$ cat config.mk
export PLATFORM = sky130hd
export DESIGN_NAME = uart_rx
export DESIGN_NICKNAME = d
export VERILOG_FILES = /design/src/rtl/uart_rx.sv
export SDC_FILE = /design/constraint.sdc
export NUM_CORES = 1
export LEC_CHECK = 0
export ABC_AREA = 1
export BUFFER_PORTS_ARGS = -buffer_cell sky130_fd_sc_hd__buf_2
export CAP_MARGIN = 5
export CORE_UTILIZATION = 57
export CTS_BUF_LIST = sky130_fd_sc_hd__clkbuf_8
export DETAILED_ROUTE_END_ITERATION = 7
export GPL_TIMING_DRIVEN = 0
export PLACE_DENSITY = 0.82
export SLEW_MARGIN = 20
export SYNTH_ARGS = -nofsm -noshare
export SYNTH_HDL_FRONTEND = slang
export SYNTH_SLANG_ARGS = --single-unit
$ cat constraint.sdc
create_clock -name clk -period 1.5 [get_ports clk]
set_input_delay 0.075 -clock clk [delete_from_list [all_inputs] [get_ports clk]]
set_output_delay 0.075 -clock clk [all_outputs]
set_load 0.01 [all_outputs]
$ cat src/rtl/uart_rx.sv
// UART receiver: 1 start bit, NB_DATA data bits (LSB first), 1 stop bit, no parity.
// Works from a 16x oversampling tick strobe and samples each bit at its centre.
module uart_rx #(
    parameter int unsigned NB_DATA = 8,
    parameter int unsigned NB_STOP = 16
) (
    input  logic               clk,
    input  logic               i_rst_n,
    input  logic               i_tick,
    input  logic               i_rx,
    output logic [NB_DATA-1:0] o_data,
    output logic               o_rxdone,
    output logic               o_frame_err
);

    localparam int unsigned NB_S = ($clog2(NB_STOP) > 4) ? $clog2(NB_STOP) : 4;
    localparam int unsigned NB_N = (NB_DATA > 1) ? $clog2(NB_DATA) : 1;

    localparam logic [NB_S-1:0] S_MID  = NB_S'(7);
    localparam logic [NB_S-1:0] S_BIT  = NB_S'(15);
    localparam logic [NB_S-1:0] S_STOP = NB_S'(NB_STOP - 1);
    localparam logic [NB_N-1:0] N_LAST = NB_N'(NB_DATA - 1);

    typedef enum logic [1:0] {
        StIdle,
        StStart,
        StData,
        StStop
    } state_e;

    state_e               state_q, state_d;
    logic   [NB_S-1:0]    s_q, s_d;
    logic   [NB_N-1:0]    n_q, n_d;
    logic   [NB_DATA-1:0] sh_q, sh_d;
    logic   [NB_DATA-1:0] data_q, data_d;
    logic                 rxdone_q, rxdone_d;
    logic                 err_q, err_d;

    // Two-flop synchronizer; both stages reset to the idle line level.
    logic rx_meta_q;
    logic rx_s;

    always_ff @(posedge clk or negedge i_rst_n) begin
        if (!i_rst_n) begin
            rx_meta_q <= 1'b1;
            rx_s      <= 1'b1;
        end else begin
            rx_meta_q <= i_rx;
            rx_s      <= rx_meta_q;
        end
    end

    always_ff @(posedge clk or negedge i_rst_n) begin
        if (!i_rst_n) begin
            state_q  <= StIdle;
            s_q      <= '0;
            n_q      <= '0;
            sh_q     <= '0;
            data_q   <= '0;
            rxdone_q <= 1'b0;
            err_q    <= 1'b0;
        end else begin
            state_q  <= state_d;
            s_q      <= s_d;
            n_q      <= n_d;
            sh_q     <= sh_d;
            data_q   <= data_d;
            rxdone_q <= rxdone_d;
            err_q    <= err_d;
        end
    end

    always_comb begin
        state_d  = state_q;
        s_d      = s_q;
        n_d      = n_q;
        sh_d     = sh_q;
        data_d   = data_q;
        rxdone_d = 1'b0;
        err_d    = err_q;

        unique case (state_q)
            StIdle: begin
                if (!rx_s) begin
                    state_d = StStart;
                    s_d     = '0;
                end
            end

            StStart: begin
                if (i_tick) begin
                    if (s_q == S_MID) begin
                        // A line that is high again mid start bit was only a glitch.
                        if (!rx_s) begin
                            state_d = StData;
                            s_d     = '0;
                            n_d     = '0;
                        end else begin
                            state_d = StIdle;
                        end
                    end else begin
                        s_d = s_q + NB_S'(1);
                    end
                end
            end

            StData: begin
                if (i_tick) begin
                    if (s_q == S_BIT) begin
                        sh_d = {rx_s, sh_q[NB_DATA-1:1]};
                        s_d  = '0;
                        if (n_q == N_LAST) begin
                            state_d = StStop;
                        end else begin
                            n_d = n_q + NB_N'(1);
                        end
                    end else begin
                        s_d = s_q + NB_S'(1);
                    end
                end
            end

            StStop: begin
                if (i_tick) begin
                    if (s_q == S_STOP) begin
                        // Data is delivered even when the stop bit is low.
                        data_d   = sh_q;
                        err_d    = ~rx_s;
                        rxdone_d = 1'b1;
                        s_d      = '0;
                        state_d  = StIdle;
                    end else begin
                        s_d = s_q + NB_S'(1);
                    end
                end
            end

            default: begin
                state_d = StIdle;
            end
        endcase
    end

    assign o_data      = data_q;
    assign o_rxdone    = rxdone_q;
    assign o_frame_err = err_q;

endmodule

Word level (Yosys, flattened, before mapping):

Index checks and enable logic that the tools add are counted.

* flip-flop bits (word level): 29
* input port bits: 4
* output and inout bits: 10
* logic and storage cells: 63

* reduce and logical (&&, ||, !) cells: 8
* multiplexer cells: 26
* bitwise gates (word level): 1
* add/sub/neg operators: 2
* equal/unequal tests: 17

Operators with widths (number)
* two-way mux 4 bit: 5
* != test 2 bit (second input constant): 10
* two-way mux 2 bit: 9
* two-way mux 3 bit: 6
* one-hot mux 4 bit (3 select lines): 1
* one-hot mux 2 bit (4 select lines): 1
* AND reduction 8 bit: 1
* AND reduction 7 bit: 1
* one-hot mux 3 bit (2 select lines): 1
* AND reduction 3 bit: 2
* adder 4 x 1 -> 4 bit (second input constant): 1
* == test 2 bit (second input constant): 2
* == test 4 x 3 -> 1 bit (second input constant): 1
* == test 4 bit (second input constant): 1
* adder 3 x 1 -> 3 bit (second input constant): 1
* == test 3 bit (second input constant): 1
* two-way mux 1 bit: 3
* == test 2 x 1 -> 1 bit (second input constant): 1
* logical NOT 2 bit: 1
* != test 2 x 1 -> 1 bit (second input constant): 1
* AND reduction 2 bit: 1
* nonzero test 2 bit: 1
* OR reduction 2 bit: 1
* inverter 1 bit: 1

Depth between registers and ports, before layout:

Gate-level depths: netlist of the first run.

* depth after elaboration: 5
* gate-level depth with buffers: 9
* gate-level depth less buffers: 9

Worst setup path before layout of the first run:

No wires, ideal clock.

* path kind: flip-flop to flip-flop
* start point: register s_q[0]
* end point: register data_q[7], in the netlist o_data[7]
* slack: 0.205 ns
* buffers on the path: 1
* data required time: 1.382 ns
* data arrival time: 1.177 ns
* stages on the path, launching flop included: 8
* period minus slack after synthesis: 1.295 ns
* library setup time: 0.118 ns
* cell sequence: dfrtp_1 > ha_1 > nand3_2 > inv_2 > nand4_4 > buf_6 > nand2_1 > o21ai_2

* longest elaborated chain between the ends: 2

Ends and longest elaborated chain
* start: declaration: RTL line 32 `logic [NB_S-1:0] s_q, s_d;`
* start signal: assignment: RTL line 56 `s_q <= '0;`
* start signal: assignment: RTL line 64 `s_q <= s_d;`
* == test 4 bit: RTL line 125 `if (s_q == S_STOP) begin`
* AND reduction 3 bit (no line)
* end signal: assignment: RTL line 67 `data_q <= data_d;`
* end: declaration: RTL line 35 `logic [NB_DATA-1:0] data_q, data_d;`

Every way passes these cells.
A chain may end at the register's enable or synchronous reset.

Final worst setup path of the first run:

* start point: register n_q[0]
* end point: register n_q[2]

* longest elaborated chain between the ends: 5
* elaborated cells on any way between the ends: 8
* those cells by class: add/sub (1); eq/ne (2); mux (4); reduce/logical (1)

Ends and longest elaborated chain
* start: declaration: RTL line 33 `logic [NB_N-1:0] n_q, n_d;`
* start signal: assignment: RTL line 65 `n_q <= n_d;`
* adder 3 x 1 -> 3 bit: RTL line 115 `n_d = n_q + NB_N'(1);`
* two-way mux 3 bit: RTL line 112 `if (n_q == N_LAST) begin`
* two-way mux 3 bit: RTL line 109 `if (s_q == S_BIT) begin`
* two-way mux 3 bit: RTL line 108 `if (i_tick) begin`
* one-hot mux 3 bit (2 select lines): RTL line 82 `unique case (state_q)`

Parallel ways exist; a longest one is shown, timed or not. The select of a mux whose other input is x is not followed.

==> results of run 1 <==
[flip-flops by register name, indices dropped and copies added (netlist names), named ones only]
name	cells
sh_q	8
o_frame_err	1
s_q	4
n_q	3
o_data	8
o_rxdone	1
state_q	1
rx_s	1
rx_meta_q	1
[critical path, stage by stage (launching register included)]
cell and delay [ns]:
dfrtp_1 0.40, ha_2 0.18, ha_1 0.19, inv_2 0.06, nand3_2 0.09, nand2_2 0.08
nand4_1 0.14, nand2_1 0.10, nand2_1 0.06
[power by group through the flow]
| stage | logic [mW] | clock network [mW] | registers, mW |
|---|---|---|---|
| 4_1_cts | 0.668 | 0.715 | 0.918 |
| 3_5_place_dp | 0.663 | 0 | 0.931 |
| 3_3_place_gp | 0.626 | 0 | 0.925 |
| 6_report | 0.741 | 0.701 | 0.911 |
| 5_1_grt | 0.820 | 0.746 | 0.923 |
| 2_1_floorplan | 0.542 | 0 | 0.919 |
[metrics by stage]
stage                TNS, ns  setup slack [ns]  hold slack [ns]  power (mW)
floorplan                  0             0.205           -0.221        1.46
global placement           0            0.0655            0.118        1.55
detailed placement         0            0.0275            0.126        1.59
CTS                        0           0.00335            0.189        2.30
global route        -0.00526          -0.00347            0.221        2.49
finish                     0            0.0903            0.196        2.35
[final cells by class]
cell class / count / share of cell area
sequential: 29 / 0.429
multi-input combinational: 100 / 0.348
timing repair buffer: 20 / 0.0722
clock buffer: 7 / 0.0567
inverter: 19 / 0.0420
buffer: 4 / 0.0287
tap: 28 / 0.0206
clock inverter: 1 / 0.00295
[cell families (layout without fill, tap and decap cells)]
| logic type | Yosys count | count (layout) | share of synthesized area |
|---|---|---|---|
| flops | 29 | 29 | 0.514 |
| simple gates | 74 | 74 | 0.251 |
| compound gates | 22 | 22 | 0.120 |
| fa+ha+maj | 3 | 3 | 0.0265 |
| xor+xnor | 1 | 1 | 0.00618 |
| buf+inv | 23 | 51 | 0.0822 |
[timing repair]
action / 4_1_cts / 5_1_grt
setup buffers: 0 / 5
resized for setup: 0 / 7
endpoints found under the setup margin: 0 / 21
hold endpoints to repair: 28 / 0
hold buffers: 2 / 0
[layout by cell type (no fill, tap or decap)]
| cell | n |
|---|---|
| a21oi_1 | 1 |
| buf_2 | 13 |
| buf_4 | 5 |
| buf_6 | 3 |
| buf_8 | 1 |
| clkbuf_8 | 7 |
| clkinv_2 | 1 |
| dfrtp_1 | 27 |
| dfstp_2 | 2 |
| dlygate4sd3_1 | 2 |
| ha_1 | 1 |
| ha_2 | 2 |
| inv_1 | 15 |
| inv_2 | 4 |
| nand2_1 | 49 |
| nand2_2 | 5 |
| nand3_1 | 6 |
| nand3_2 | 3 |
| nand3_4 | 1 |
| nand4_1 | 1 |
| nand4_4 | 1 |
| nor2_1 | 4 |
| nor2_2 | 2 |
| nor2_4 | 2 |
| o21ai_0 | 2 |
| o21ai_1 | 3 |
| o21ai_2 | 16 |
| xor2_1 | 1 |
[path summary, 6_finish.rpt]
kind                       slack (ns)        end  cells after the start
setup / recovery                 0.09     n_q[2]                      8
hold / removal                   0.20   o_rxdone                      3
setup reg to reg                 0.09     n_q[2]                      8
hold reg to reg                  0.36       rx_s                      0
min in group asynchronous        0.35     n_q[1]                      2
max in group asynchronous        0.74  o_data[3]                      2
[layer usage]
| layer | vias up | track usage | part of all wire |
|---|---|---|---|
| li1 | 532 | - | - |
| met1 | 495 | 0.280 | 0.43 |
| met2 | 24 | 0.374 | 0.50 |
| met3 | 8 | 0.0877 | 0.045 |
| met4 | 0 | 0.108 | 0.020 |
| met5 | - | 0 | 0 |
==> run metrics, run 1 <==
CTS root buf clkbuf_8; Antenna diodes 0; Worst Max-Slew Pin Slew 0.635 ns; largest net degree at the start of global routing 30; core area 0.00228 mm²; first-pass GRT wire length 4.39 mm; top-area cell type share of the netlist area 0.477; via count 1059; Via density 5.09; Buffers on Ports 13; Most used DFF post-synth dfrtp_1; synth cell count leaders 50 x nand2_1, 27 x dfrtp_1, 16 x inv_1, 16 x o21ai_2, 7 x nand3_1; GP Congestion 0.779; fraction of registers with async set/reset 1.00; Slew HR 0.577; share of layout cells above drive strength 1 0.378; Final ANT Viol Nets 0; Clock Skew 0.00539 ns; Die Y 51.9 µm; hold path startpoint i_tick; num ports 14; worst setup path startpoint n_q[0]; Hold Crit Class input pin to register; VDD IR max 0.00116 V; Fillers 164; area grow syn2layout 20.0%; Post-Place Cell Area 0.00152 mm²; post-synthesis cell count 152; FMAX 709 MHz; CP Class register to register; Final Setup Violations 0; most frequent cell after synthesis nand2_1; Hold Vio Cnt, Final 0; gr ovfl total 0; Synth Cell Area 0.00142 mm²; YS warnings 0; EDFF count, synth 0; total of max-cap violations 0; Flop pwr share 0.387; status finished, final reports clean; clk_lat worst skew 0.28 ns; startpoint class of the critical path register; Min Clock Period, post-route 1.41 ns; starting density of the core 0.622; clk slew on worst S/H paths 0.06 ns; CTS tree yes; storage element area 728 µm²; post-synth cell types 20; H-tree levels 2; Setup crit end kind register; clock sinks 29; leakage power 0.852 nW; row count 17; TritonCTS Buffers 5; syn_nets 159; #FFs+latches synth 29; register area share after synthesis 0.514; wire per inst 12.7 µm; RR Startpoint n_q[0]; post-route clock period utilization 0.940; die area 0.00269 mm²; fin area 0.00170 mm²; Slew Limit Fails 0; Layout Nets 186; Synth area leaders dfrtp_1 48%, nand2_1 13%, o21ai_2 9.9%; initial antenna violation count 0; DP Cell Count 193; P_sw 0.812 mW; Clock Power Share 0.298; largest area contributor in the netlist dfrtp_1; drt drc 0; fin cells 208; pwr dens 1390 mW/mm²; Req. time, crit path 1.67 ns; global-route usage over all layers 0.235; Clock Path Buffers 2; Multi-input gate area 592 µm²; initial DRC count 41; DR pass1 iterations 4; drt total wl 2.65 mm; final core occ 0.747; syn_area_per_cell 9.32 µm²; die width 51.9 µm; DP Wirelength 1.75 mm; internal power 1.54 mW; vias in the first global route 972; Comb power frac 0.315; CP Max Fanout 3; Net Sw Frac 0.345; Data arrival, critical path 1.58 ns
No activity file was read; power rests on OpenSTA's default activity.
==> run 2: changes to the inputs <==
==> constraint.sdc (replaced) <==
create_clock -name clk -period 1.4 [get_ports clk]
set_input_delay 0.07 -clock clk [delete_from_list [all_inputs] [get_ports clk]]
set_output_delay 0.07 -clock clk [all_outputs]
set_load 0.01 [all_outputs]
==> run 2 against run 1 <==
The flow now finishes with violations (negative setup slack). Sequential share of layout area down 2.1 points. Global-route usage up 1.2 points. Via count up 4.8%. Maximum frequency up 0.48%. Register-to-register slack worse by 0.09 ns. Sequential power up 8.5%. Total power up 12%. Die area unchanged. Design area up 5.2%. Flip-flop and latch count unchanged. Core utilization up 3.9 points. Cell count up 1.9%.
==> run metrics, run 2 (same netlist as run 1, synthesis figures left out) <==
Die Y 51.9 µm; Slew HR 0.576; pwr dens 1480 mW/mm²; RR Startpoint n_q[0]; die width 51.9 µm; Min Clock Period, post-route 1.40 ns; Worst Path Buf+Inv 1; Data arrival, critical path 1.57 ns; Slowest cell on crit path dfrtp_1; Via density 5.24; Hold Path Sink s_q[1]; FF-to-FF path depth 8; Pwr Total 2.64 mW; num ports 14; RR Endpoint n_q[2]; most common cell after layout, fill and taps aside nand2_1; Fillers 154; total of max-cap violations 0; Slew Limit Fails 0; global-route usage over all layers 0.247; drt drc 0; Hold Crit Depth 3; met2 Use GR 0.397; most frequent cells in the layout 49 x nand2_1, 27 x dfrtp_1, 16 x o21ai_2, 15 x inv_1, 13 x buf_2; row count 17; status complete, but fails checks; GR Util met1 0.296; Clock Skew 0.00317 ns; fin worst setup slack -0.00306 ns; post-route clock period utilization 1.00; share of layout cells above drive strength 1 0.402; TritonCTS Buffers 5; H-tree levels 2; clock sinks 29; clk_lat worst skew 0.28 ns; Max stage delay on crit path 0.39 ns; Post-Place Cell Area 0.00152 mm²; GP Congestion 0.779; Setup crit end kind register; gr ovfl total 0; most used cell, CP nand2_1; initial antenna violation count 0; wire per inst 13.5 µm; Clock Path Buffers 2; starting density of the core 0.622; drt total wl 2.87 mm; Final ANT Viol Nets 0; vias in the first global route 1011; core area 0.00228 mm²; CP Max Fanout 3; DP Wirelength 1.75 mm; Worst Max-Slew Pin Slew 0.636 ns; die area 0.00269 mm²; Hold Vio Cnt, Final 0; largest net degree at the start of global routing 30; fin cells 212; clk slew on worst S/H paths 0.06 ns; via count 1110; first-pass GRT wire length 4.60 mm; Fin Setup TNS -0.00306 ns; Reg2Reg Setup Slack -0.003 ns; Req. time, crit path 1.57 ns; CP Class register to register; area grow syn2layout 26.2%; failing checks negative setup slack; VDD IR max 0.00127 V; hold path startpoint i_tick; Antenna diodes 0; leakage power 0.872 nW; FMAX 713 MHz; DP Cell Count 193; worst path cell trace ha_2, ha_4, inv_4, nand3_4, nand2_2, nand4_1, nand2_1, nand2_1; Buffers on Ports 13; Top Usage Layer GRT met2; DR pass1 iterations 6; startpoint class of the critical path register; delay-heaviest family, CP simple AND/OR/NAND/NOR gates; Final Setup Violations 1; RSZ-0062 raised after global routing true; GR met3 Demand/Resource 0.0789; fin area 0.00179 mm²; CTS tree yes; CTS root buf clkbuf_8; Layout Nets 190; Hold Crit Class input pin to register; initial DRC count 28; final core occ 0.786
## run 2: changes by cell type in the layout (fill, tap and decap cells not counted)
| cell | change |
|---|---|
| nor2_2 | -1 |
| buf_6 | +1 |
| ha_1 | -1 |
| nor2_4 | +1 |
| nand3_2 | -1 |
| ha_2 | -1 |
| buf_4 | +3 |
| ha_4 | +2 |
| nand3_4 | +2 |
| inv_2 | -3 |
| nand3_1 | -1 |
| inv_4 | +3 |
## run 2: worst max-delay path by stage
stage / depth (start not counted) / to / from
2_1_floorplan: 7 / o_data[7] / s_q[0]
3_3_place_gp: 7 / sh_q[7] / s_q[0]
3_5_place_dp: 8 / n_q[0] / n_q[0]
4_1_cts: 8 / n_q[0] / n_q[1]
5_1_grt: 8 / n_q[2] / n_q[0]
6_report: 8 / n_q[2] / n_q[0]
## run 2: area by class of cell
type                            count  area [µm²]  area share
Buffer                              4        48.8      0.0273
Clock buffer                        7        96.3      0.0539
Clock inverter                      1        5.00     0.00280
Inverter                           19        78.8      0.0441
Multi-Input combinational cell    100         639       0.358
Sequential cell                    29         728       0.407
Tap cell                           28        35.0      0.0196
Timing Repair Buffer               24         156      0.0875
## run 2: timing repair
action                                  4_1_cts  5_1_grt
resized for setup                             6       12
endpoints found under the hold margin        28        0
hold buffers                                  2        0
pin swaps                                     4        7
setup buffers                                 5        4
endpoints found under the setup margin       21       18
## run 2: where the power goes
group | internal (mW) | leakage, nW | switching [mW]
sequential | 0.922 | 0.393 | 0.0658
combinational | 0.338 | 0.424 | 0.570
clock | 0.443 | 0.0542 | 0.304
## run 2: stage by stage
stage	setup slack, ns	hold slack (ns)
6_report	-0.00306	0.218
3_5_place_dp	-0.0725	0.121
4_1_cts	0.0137	0.196
5_1_grt	-0.0824	0.222
3_3_place_gp	-0.0345	0.113
2_1_floorplan	0.105	-0.226
## run 2: worst min-delay path: cells and delay by family
kind | cells | cell delay [ns]
AND/OR/NAND/NOR | 1 | 0.16
buffers and inverters | 1 | 0.16
AO/OA/AOI/OAI | 1 | 0.07
## run 2: metal layers
layer / wire length (µm) / vias to the layer above
met5: 0 / -
met4: 42 / 0
met3: 115 / 5
met2: 1460 / 35
met1: 1240 / 532
li1: - / 538
